==> src/rtl/bp_be_stride_prefetch_issuer.sv <==
// bp_be_stride_prefetch_issuer
//   Takes start/confirm discovery events from the stride detector, queues them
//   and expands each one into a train of prefetch addresses on a valid/ready port.
//   Optional feature macro: BP_BE_PF_LINE_DEDUP_EN suppresses consecutive
//   requests that fall in the same cache block as the last accepted request.
module bp_be_stride_prefetch_issuer #(
    parameter int vaddr_width_p    = 39,
    parameter int stride_width_p   = 8,
    parameter int prefetch_depth_p = 4,
    parameter int fifo_els_p       = 4,
    parameter int block_width_p    = 512
) (
    input  logic                      clk_i,
    input  logic                      reset_n_i,
    input  logic                      start_discovery_i,
    input  logic                      confirm_discovery_i,
    input  logic [vaddr_width_p-1:0]  striding_pc_i,
    input  logic [vaddr_width_p-1:0]  eff_addr_i,
    input  logic [stride_width_p-1:0] stride_i,
    input  logic                      flush_i,
    output logic                      pf_v_o,
    output logic [vaddr_width_p-1:0]  pf_addr_o,
    input  logic                      pf_ready_and_i,
    output logic                      busy_o,
    output logic [7:0]                drop_count_o
);

    localparam int cnt_w_lp = $clog2(prefetch_depth_p + 1);
    localparam int ptr_w_lp = (fifo_els_p > 1) ? $clog2(fifo_els_p) : 1;
    localparam int occ_w_lp = $clog2(fifo_els_p + 1);

    typedef struct packed {
        logic [vaddr_width_p-1:0]  pc;
        logic [vaddr_width_p-1:0]  addr;
        logic [stride_width_p-1:0] stride;
        logic [cnt_w_lp-1:0]       cnt;
    } entry_s;

    typedef enum logic {IDLE, ISSUE} state_e;

    function automatic logic [vaddr_width_p-1:0] sext(input logic [stride_width_p-1:0] s);
        return {{(vaddr_width_p-stride_width_p){s[stride_width_p-1]}}, s};
    endfunction

    function automatic logic [ptr_w_lp-1:0] ptr_inc(input logic [ptr_w_lp-1:0] p);
        return (p == ptr_w_lp'(fifo_els_p - 1)) ? '0 : p + 1'b1;
    endfunction

    // ------------------------------------------------------------------
    // Event queue
    // ------------------------------------------------------------------
    entry_s                mem_r [fifo_els_p];
    logic [ptr_w_lp-1:0]   rd_ptr_r, wr_ptr_r;
    logic [occ_w_lp-1:0]   occ_r;
    logic                  empty, full;
    logic                  ev_v, push, pop, drop;
    entry_s                new_entry, head;

    state_e                state_r, state_n;

    assign empty = (occ_r == '0);
    assign full  = (occ_r == occ_w_lp'(fifo_els_p));
    assign head  = mem_r[rd_ptr_r];

    // Zero-stride events carry no useful prediction; flush kills same-cycle events.
    assign ev_v  = (start_discovery_i | confirm_discovery_i) & (|stride_i) & ~flush_i;
    assign pop   = (state_r == IDLE) & ~empty & ~flush_i;
    assign push  = ev_v & (~full | pop);
    assign drop  = ev_v & full & ~pop;

    always_comb begin
        new_entry        = '0;
        new_entry.pc     = striding_pc_i;
        new_entry.addr   = eff_addr_i;
        new_entry.stride = stride_i;
        // Confirm wins when both strobes are high.
        new_entry.cnt    = confirm_discovery_i ? cnt_w_lp'(prefetch_depth_p) : cnt_w_lp'(1);
    end

    // Queue pointers and occupancy; flush empties the queue.
    always_ff @(posedge clk_i or negedge reset_n_i) begin
        if (!reset_n_i) begin
            rd_ptr_r <= '0;
            wr_ptr_r <= '0;
            occ_r    <= '0;
        end else if (flush_i) begin
            rd_ptr_r <= '0;
            wr_ptr_r <= '0;
            occ_r    <= '0;
        end else begin
            if (push) wr_ptr_r <= ptr_inc(wr_ptr_r);
            if (pop)  rd_ptr_r <= ptr_inc(rd_ptr_r);
            case ({push, pop})
                2'b10:   occ_r <= occ_r + 1'b1;
                2'b01:   occ_r <= occ_r - 1'b1;
                default: occ_r <= occ_r;
            endcase
        end
    end

    // Queue storage; contents are don't-care while the pointers say empty.
    always_ff @(posedge clk_i) begin
        if (push) mem_r[wr_ptr_r] <= new_entry;
    end

    // Saturating drop counter for events lost to a full queue.
    always_ff @(posedge clk_i or negedge reset_n_i) begin
        if (!reset_n_i)                      drop_count_o <= '0;
        else if (drop && drop_count_o != 8'hFF) drop_count_o <= drop_count_o + 8'd1;
    end

    // ------------------------------------------------------------------
    // Train expansion
    // ------------------------------------------------------------------
    logic [vaddr_width_p-1:0]  cur_r, cur_n;
    logic [stride_width_p-1:0] stride_r, stride_n;
    logic [cnt_w_lp-1:0]       remain_r, remain_n;
    logic [vaddr_width_p-1:0]  pc_r, pc_n;       // striding PC of the active train, debug visibility
    logic                      hs, step, same_blk;

`ifdef BP_BE_PF_LINE_DEDUP_EN
    localparam int blk_shift_lp = $clog2(block_width_p / 8);
    localparam int blk_w_lp     = vaddr_width_p - blk_shift_lp;
    logic [blk_w_lp-1:0] last_blk_r, last_blk_n;
    logic                last_v_r, last_v_n;
    assign same_blk = (state_r == ISSUE) & last_v_r & (cur_r[vaddr_width_p-1:blk_shift_lp] == last_blk_r);
`else
    assign same_blk = 1'b0;
`endif

    assign pf_v_o    = (state_r == ISSUE) & ~same_blk;
    assign pf_addr_o = cur_r;
    assign hs        = pf_v_o & pf_ready_and_i;
    // A same-block step is consumed internally without a handshake.
    assign step      = hs | same_blk;
    assign busy_o    = ~empty | (state_r != IDLE);

    // Next-state and train datapath.
    always_comb begin
        state_n  = state_r;
        cur_n    = cur_r;
        stride_n = stride_r;
        remain_n = remain_r;
        pc_n     = pc_r;
`ifdef BP_BE_PF_LINE_DEDUP_EN
        last_blk_n = last_blk_r;
        last_v_n   = last_v_r;
        if (hs) begin
            last_blk_n = cur_r[vaddr_width_p-1:blk_shift_lp];
            last_v_n   = 1'b1;
        end
`endif
        case (state_r)
            IDLE: begin
                if (pop) begin
                    cur_n    = head.addr + sext(head.stride);
                    stride_n = head.stride;
                    remain_n = head.cnt;
                    pc_n     = head.pc;
                    state_n  = ISSUE;
                end
            end
            ISSUE: begin
                if (step) begin
                    cur_n    = cur_r + sext(stride_r);
                    remain_n = remain_r - 1'b1;
                    if (remain_r == cnt_w_lp'(1)) state_n = IDLE;
                end
            end
            default: state_n = IDLE;
        endcase
        // Flush overrides any handshake in the same cycle.
        if (flush_i) begin
            state_n  = IDLE;
            cur_n    = cur_r;
            remain_n = remain_r;
`ifdef BP_BE_PF_LINE_DEDUP_EN
            last_blk_n = '0;
            last_v_n   = 1'b0;
`endif
        end
    end

    // FSM state register.
    always_ff @(posedge clk_i or negedge reset_n_i) begin
        if (!reset_n_i) state_r <= IDLE;
        else            state_r <= state_n;
    end

    // Train datapath registers.
    always_ff @(posedge clk_i or negedge reset_n_i) begin
        if (!reset_n_i) begin
            cur_r    <= '0;
            stride_r <= '0;
            remain_r <= '0;
            pc_r     <= '0;
        end else begin
            cur_r    <= cur_n;
            stride_r <= stride_n;
            remain_r <= remain_n;
            pc_r     <= pc_n;
        end
    end

`ifdef BP_BE_PF_LINE_DEDUP_EN
    // Last accepted block, used to suppress same-block repeats.
    always_ff @(posedge clk_i or negedge reset_n_i) begin
        if (!reset_n_i) begin
            last_blk_r <= '0;
            last_v_r   <= 1'b0;
        end else begin
            last_blk_r <= last_blk_n;
            last_v_r   <= last_v_n;
        end
    end
`endif

endmodule

==> config.mk <==
export PLATFORM = sky130hd
export DESIGN_NAME = bp_be_stride_prefetch_issuer
export DESIGN_NICKNAME = d
export VERILOG_FILES = /design/src/rtl/bp_be_stride_prefetch_issuer.sv
export SDC_FILE = /design/constraint.sdc
export NUM_CORES = 1
export LEC_CHECK = 0
export CORE_UTILIZATION = 40
export CTS_BUF_LIST = sky130_fd_sc_hd__clkbuf_4 sky130_fd_sc_hd__clkbuf_8
export DETAILED_ROUTE_END_ITERATION = 7
export PLACE_DENSITY = 0.62
export SYNTH_ARGS = -nofsm -noshare
export SYNTH_HDL_FRONTEND = slang
export SYNTH_SLANG_ARGS = --single-unit
==> constraint.sdc <==
create_clock -name clk_i -period 7.1 [get_ports clk_i]
set_input_delay 1.42 -clock clk_i [delete_from_list [all_inputs] [get_ports clk_i]]
set_output_delay 1.42 -clock clk_i [all_outputs]
set_load 0.02 [all_outputs]
==> flow_summary_export.csv, run 1 <==
group,metric,value,unit
status,status,"finished clean",
global_route,grt_use_total,17.6,%
cts,h-tree-depth,2,
cts,root_buffer,"clkbuf_8",
drt,vias,9318,
synth,synth_cell_types,76,
global_route,overflow,0,
synth,async_reset_ff_share,25.2,%
sta,rsz0062_at_grt,"false",
placement,port_buffers,101,
critical_path,crit_top_cell,"o21ai_0",
sta,fin_crit,4.92,ns
sta,fmax,203,MHz
drt,firstDrtPassIters,5,
synth,synth_edf_count,196,
cts,clockBufferDepth,3,
global_route,grt_pass1_wl,50000,um
critical_path,slowest_delay,0.92,ns
critical_path,arrival,5.37,ns
floorplan,die-width,190,um
sta,relSlewSlack,32.4,%
cts,ctsResizeCount,0,
global_route,grt_pass1_vias,9191,
floorplan,io_pins,141,
critical_path,cpLargestDelayFamily,"compound AO/OA/AOI/OAI gates",
cts,cts_buffers,44,
finish,seq_area,7540,um^2
synth,synth_ff_type,"edfxtp_1",
finish,nets,1432,
drt,avgViaCountPerCell,5.35,
critical_path,crit_type,"register to register",
cts,clock-sinks,262,
cts,clk_pin_slew_worst_paths,0.06,ns
synth,ys_warn_count,0,
floorplan,start_util,40.8,%
placement,dpl.hpwl,21800,um
sta,tns,0,ns
sta,fin_ws,2.18,ns
floorplan,rows,68,
cts,ctsHoldBuffers,0,
synth,syn-cell-area,14200,um^2
critical_path,required,7.55,ns
drt,wl_per_cell,17.7,um
min_path,hp-class,"register to register",
cts,clock_latency,0.58,ns
finish,nFillCells,3122,
finish,area_growth,17.2,%
placement,routabilityCongestion,0.879,
drt,drcViolationCount,0,
sta,min_period_over_period,69.3,%
drt,drt-total-wl,30900,um
sta,worst_pin_slew,1.00,ns
placement,pre_cts_ws,1.83,ns
drt,drtIter0Drc,773,
sta,hold_viol_final,0,
synth,netlist_instances,1139,
floorplan,fp.dieH,190,um
global_route,antenna_found_initial,0,
floorplan,die-area,36200,um^2
synth,syn-num-nets,1318,
global_route,grt_max_degree,67,
cts,cts_tree,"yes",
critical_path,crit_chain,"mux4_2 -> ha_1 -> and3_1 -> nand4_1 -> a211oi_1 -> o21ai_0 -> a2111oi_0 -> o21ai_1 -> mux2_2 -> o21ai_0 -> o211ai_1",
finish,multi_input_area,6350,um^2
finish,drive_gt1_share,13.4,%
job,max_cap_violations,0,
synth,avgSynthCellArea,12.4,um^2
critical_path,cp_slowest_cell,"mux4_2",
critical_path,worstPathBufferInverterCount,0,
critical_path,worstPathMaxFanout,33,
sta,setup_violations,0,
critical_path,endpoint_kind,"register",
finish,final_util,47.8,%
critical_path,cp-start-kind,"register",
finish,antenna_cells,0,
synth,ys_ff_latch,262,
drt,antenna_left,0,
synth,yosysSeqAreaShare,53.2,%
sta,drv_slew,0,
sta,finClkSkew,0.0256,ns
floorplan,core,34700,um^2
cts,postCtsSetupBuffers,0,
-- cells in the mapped netlist, drive strengths merged, types with 4 or more instances --
master  instances  area (um^2)
inv            27          101
xor2           27          236
xnor2          49          429
edfxtp        196         5890
o21a            6         45.0
o21ai          86          434
nand2         105          394
a31oi          16          106
a21oi          81          405
a21o           58          442
and4            5         46.3
dfrtp          66         1650
nor4            5         37.5
o211ai          8         60.1
and3           16          104
a41oi           4         42.6
o21bai         11         82.6
nand3          14         75.1
clkbuf         37          149
o22ai           6         37.5
a21boi          4         30.0
a211oi         13          108
nor2           58          218
nor3            5         25.0
mux2            4         45.0
nand2b          4         25.0
nand4          12         75.1
buf             9         46.3
nor2b           5         31.3
and2            8         51.3
mux2i          10          100
o31ai           5         37.5
ha             84         1050
mux4           49         1100
-- layout by cell type (no fill, tap or decap), drive strengths merged, types with 5 or more instances in the layout --
master	Yosys	layout
edfxtp	196	196
nand2	105	105
clkdlybuf4s50	0	100
o21ai	86	86
ha	84	84
a21oi	81	81
dfrtp	66	66
nor2	58	58
a21o	58	58
clkbuf	37	53
mux4	49	49
xnor2	49	49
inv	27	28
xor2	27	27
clkinv	0	20
a31oi	16	16
and3	16	16
nand3	14	14
buf	9	14
a211oi	13	13
nand4	12	12
o21bai	11	11
mux2i	10	10
o211ai	8	8
and2	8	8
o21a	6	6
o22ai	6	6
nor2b	5	5
o31ai	5	5
nor3	5	5
nor4	5	5
and4	5	5
-- metrics by stage --
step | std cells | hold slack [ns] | instance area [um^2]
6_report | 1743 | 0.478 | 16600
5_1_grt | 1743 | 0.494 | 16600
4_1_cts | 1743 | 0.481 | 16600
3_5_place_dp | 1662 | 0.467 | 15700
3_3_place_gp | 1662 | 0.466 | 15700
2_1_floorplan | 1139 | 0.449 | 14200
-- layout make-up --
class | count | area share [%]
clock buffer | 53 | 4.06
clock inverter | 28 | 1.55
inverter | 27 | 0.611
multi-input combinational | 804 | 38.2
sequential | 262 | 45.4
tap | 455 | 3.43
timing repair buffer | 114 | 6.65
-- per-layer routing --
layer  vias up  routed length, um  global-route usage [%]
met5         -                  0                       0
met2       186              13600                    27.0
met4         0                520                    4.80
met3        39               1320                    2.91
met1      4462              15500                    25.7
li1       4631                  -                       -
-- registers in the layout (all words and copies together), names as in the netlist --
register      count
stride_r          8
pf_addr_o        39
remain_r          3
pf_v_o            1
occ_r             3
drop_count_o      8
wr_ptr_r          2
rd_ptr_r          2
mem_r           196
-- path summary, 6_finish.rpt --
kind / from / end / slack, ns / cells after the start
min reg2reg: stride_r[5] / stride_r[5] / 0.48 / 2
max: rd_ptr_r[0] / pf_addr_o[36] / 2.18 / 11
min in group asynchronous: reset_n_i / stride_r[0] / 1.02 / 2
max reg2reg: rd_ptr_r[0] / pf_addr_o[36] / 2.18 / 11
min: stride_r[5] / stride_r[5] / 0.48 / 2
max in group asynchronous: reset_n_i / rd_ptr_r[0] / 5.34 / 2
-- cell families (layout without fill, tap and decap cells) --
logic type / after synthesis / in the layout / synth area share [%]
and+or+nand+nor: 250 / 250 / 8.34
muxes: 63 / 63 / 8.82
adders and majority gates: 87 / 87 / 7.84
DFF: 262 / 262 / 53.2
xor gates and xnor gates: 76 / 76 / 4.70
buffers and inverters: 73 / 222 / 2.09
AOI/OAI and AO/OA: 328 / 328 / 15.0
-- worst register-to-register path, stage by stage (launching register included) --
cell and delay (ns):
dfrtp_4 0.79, mux4_2 0.95, ha_1 0.55, and3_1 0.25, nand4_1 0.11, a211oi_1 0.32, o21ai_0 0.18, a2111oi_0 0.85
o21ai_1 0.14, mux2_2 0.30, o21ai_0 0.24, o211ai_1 0.12
Power of run 1 is not shown: default switching activity piles up to over one toggle a cycle in this logic, so the estimate is an artifact.
==> run 2: changes to the inputs <==
clock period = 4.8 ns   (was 7.1 ns; I/O delays follow)
==> run 2 against run 1 <==
Critical path depth up 5. Clock-buffer cell count up 6. Cell count up 0.57%. Non-clock buffer count up 13. Clock skew down 0.0019 ns. First-iteration DRC count down 16%. Die area unchanged. Fmax up 12%. Utilization up 0.53 points. Worst hold slack worse by 0.0098 ns. Global-route usage down 0.24 points. Setup slack worse by 1.8 ns.
==> flow_summary_export.csv, run 2 (same netlist as run 1, synthesis figures left out) <==
group,metric,value,unit
status,status,"finished clean",
critical_path,required,5.22,ns
floorplan,start_util,40.8,%
cts,clock_latency,0.56,ns
power_and_ir_drop,p_per_area,812,nW/um^2
cts,h-tree-depth,2,
min_path,hp-class,"input pin to asynchronous set/reset pin",
global_route,antenna_found_initial,0,
cts,ctsResizeCount,0,
drt,drcViolationCount,0,
finish,final_util,48.3,%
sta,rsz0062_at_grt,"false",
global_route,grt_use_total,17.3,%
cts,clock-sinks,262,
sta,tns,0,ns
cts,postCtsSetupBuffers,0,
sta,worst_pin_slew,0.742,ns
finish,area_growth,18.4,%
sta,drv_slew,0,
floorplan,die-width,190,um
critical_path,crit_type,"register to register",
floorplan,core,34700,um^2
drt,wl_per_cell,17.5,um
sta,fin_crit,4.40,ns
critical_path,r2r_cells,16,
finish,largest-register,"mem_r",
sta,fin_ws,0.397,ns
power_and_ir_drop,ir_worst_vdd,0.286,mV
drt,drtIter0Drc,649,
critical_path,arrival,4.82,ns
placement,port_buffers,101,
cts,root_buffer,"clkbuf_8",
placement,placed_cell_area,15800,um^2
global_route,overflow,0,
finish,largest_reg_flops,196,
power_and_ir_drop,comb_power_share,60.4,%
placement,routabilityCongestion,0.879,
power_and_ir_drop,p_int,7.76,mW
cts,ctsHoldBuffers,0,
critical_path,endpoint_kind,"register",
floorplan,rows,68,
sta,fmax,227,MHz
cts,cts_buffers,44,
critical_path,r2r-end,"pf_addr_o[36]",
power_and_ir_drop,p_sw,5.86,mW
cts,clk_pin_slew_worst_paths,0.06,ns
critical_path,r2r_slack,0.40,ns
sta,hold_viol_final,0,
cts,clockBufferDepth,3,
floorplan,fp.dieH,190,um
power_and_ir_drop,seqPwrFrac,24.0,%
finish,drive_gt1_share,14.5,%
critical_path,r2r_start,"rd_ptr_r[0]",
finish,final_cell_mix,"edfxtp_1 (196), nand2_1 (105), clkdlybuf4s50_1 (100)",
finish,nFillCells,3138,
finish,nets,1445,
drt,firstDrtPassIters,5,
power_and_ir_drop,power.total,13.6,mW
placement,pre_cts_ws,0.523,ns
global_route,grt_pass1_vias,9228,
sta,min_period_over_period,91.7,%
global_route,grt_pass1_wl,49600,um
sta,setup_violations,0,
drt,vias,9279,
critical_path,worstPathMaxFanout,12,
sta,finClkSkew,0.0237,ns
floorplan,die-area,36200,um^2
cts,cts_tree,"yes",
critical_path,cp-start-kind,"register",
finish,layout_commonest_cell,"edfxtp_1",
drt,avgViaCountPerCell,5.29,
global_route,grt_max_degree,63,
placement,dpl.hpwl,21900,um
power_and_ir_drop,clkPwrFrac,15.6,%
finish,design_area,16800,um^2
power_and_ir_drop,p_leak,6.52,nW
sta,relSlewSlack,50.5,%
finish,antenna_cells,0,
job,max_cap_violations,0,
drt,antenna_left,0,
drt,drt-total-wl,30700,um
power_and_ir_drop,p_sw_share,43.0,%
floorplan,io_pins,141,
## run 2: area by class of cell
type	count	area [um^2]	share of cell area (%)
clock inverters	19	204	1.22
flip-flops and latches	262	7540	45.0
clock buffers	59	749	4.47
well taps	455	569	3.39
inverters	27	101	0.604
multi-input cells	804	6350	37.8
repair buffers	127	1260	7.53
## run 2: worst max-delay path by stage
| stage | from | end | slack, ns | cells past startpoint |
|---|---|---|---|---|
| finish | rd_ptr_r[0] | pf_addr_o[36] | 0.40 | 16 |
| global route | rd_ptr_r[0] | pf_addr_o[36] | 0.16 | 16 |
| CTS | rd_ptr_r[0] | pf_addr_o[36] | 0.48 | 13 |
| detailed placement | rd_ptr_r[0] | pf_addr_o[36] | 0.52 | 13 |
| global placement | rd_ptr_r[0] | pf_addr_o[36] | 0.54 | 13 |
| floorplan | rd_ptr_r[0] | pf_addr_o[36] | 0.11 | 15 |
## run 2: metal layers
layer,global-route usage (%),vias to the layer above,part of all wire (%)
li1,-,4637,-
met1,25.4,4423,50
met2,27.0,183,44
met3,2.56,36,4.0
met4,4.22,0,1.7
met5,0,-,0
## run 2: power by group through the flow
| stage | Combinational (mW) | Sequential [mW] | Clock (mW) |
|---|---|---|---|
| after floorplan | 5.89 | 3.46 | 0 |
| after global placement | 8.14 | 3.31 | 0 |
| after detailed placement | 8.17 | 3.32 | 0 |
| final | 8.22 | 3.27 | 2.13 |
| after global routing | 9.13 | 3.33 | 2.28 |
| after CTS | 8.21 | 3.28 | 2.19 |
## run 2: critical path: stages (launching register included)
cell and delay (ns):
dfrtp_4 0.59, buf_4 0.24, mux4_2 0.36, ha_1 0.20, inv_1 0.06, fa_1 0.39
nor2b_1 0.13, o21a_1 0.13, o21ai_0 0.15, a211oi_1 0.43, o21ai_0 0.18, a2111oi_0 0.46
buf_4 0.20, o21ai_1 0.06, mux2_2 0.28, o21ai_0 0.24, o211ai_1 0.13
## run 2: through the flow
stage	std cells	hold WS (ns)
3_5_place_dp	1675	0.468
4_1_cts	1753	0.481
5_1_grt	1753	0.514
6_report	1753	0.468
2_1_floorplan	1139	0.449
3_3_place_gp	1675	0.461
Power figures use the tool's default switching activity.
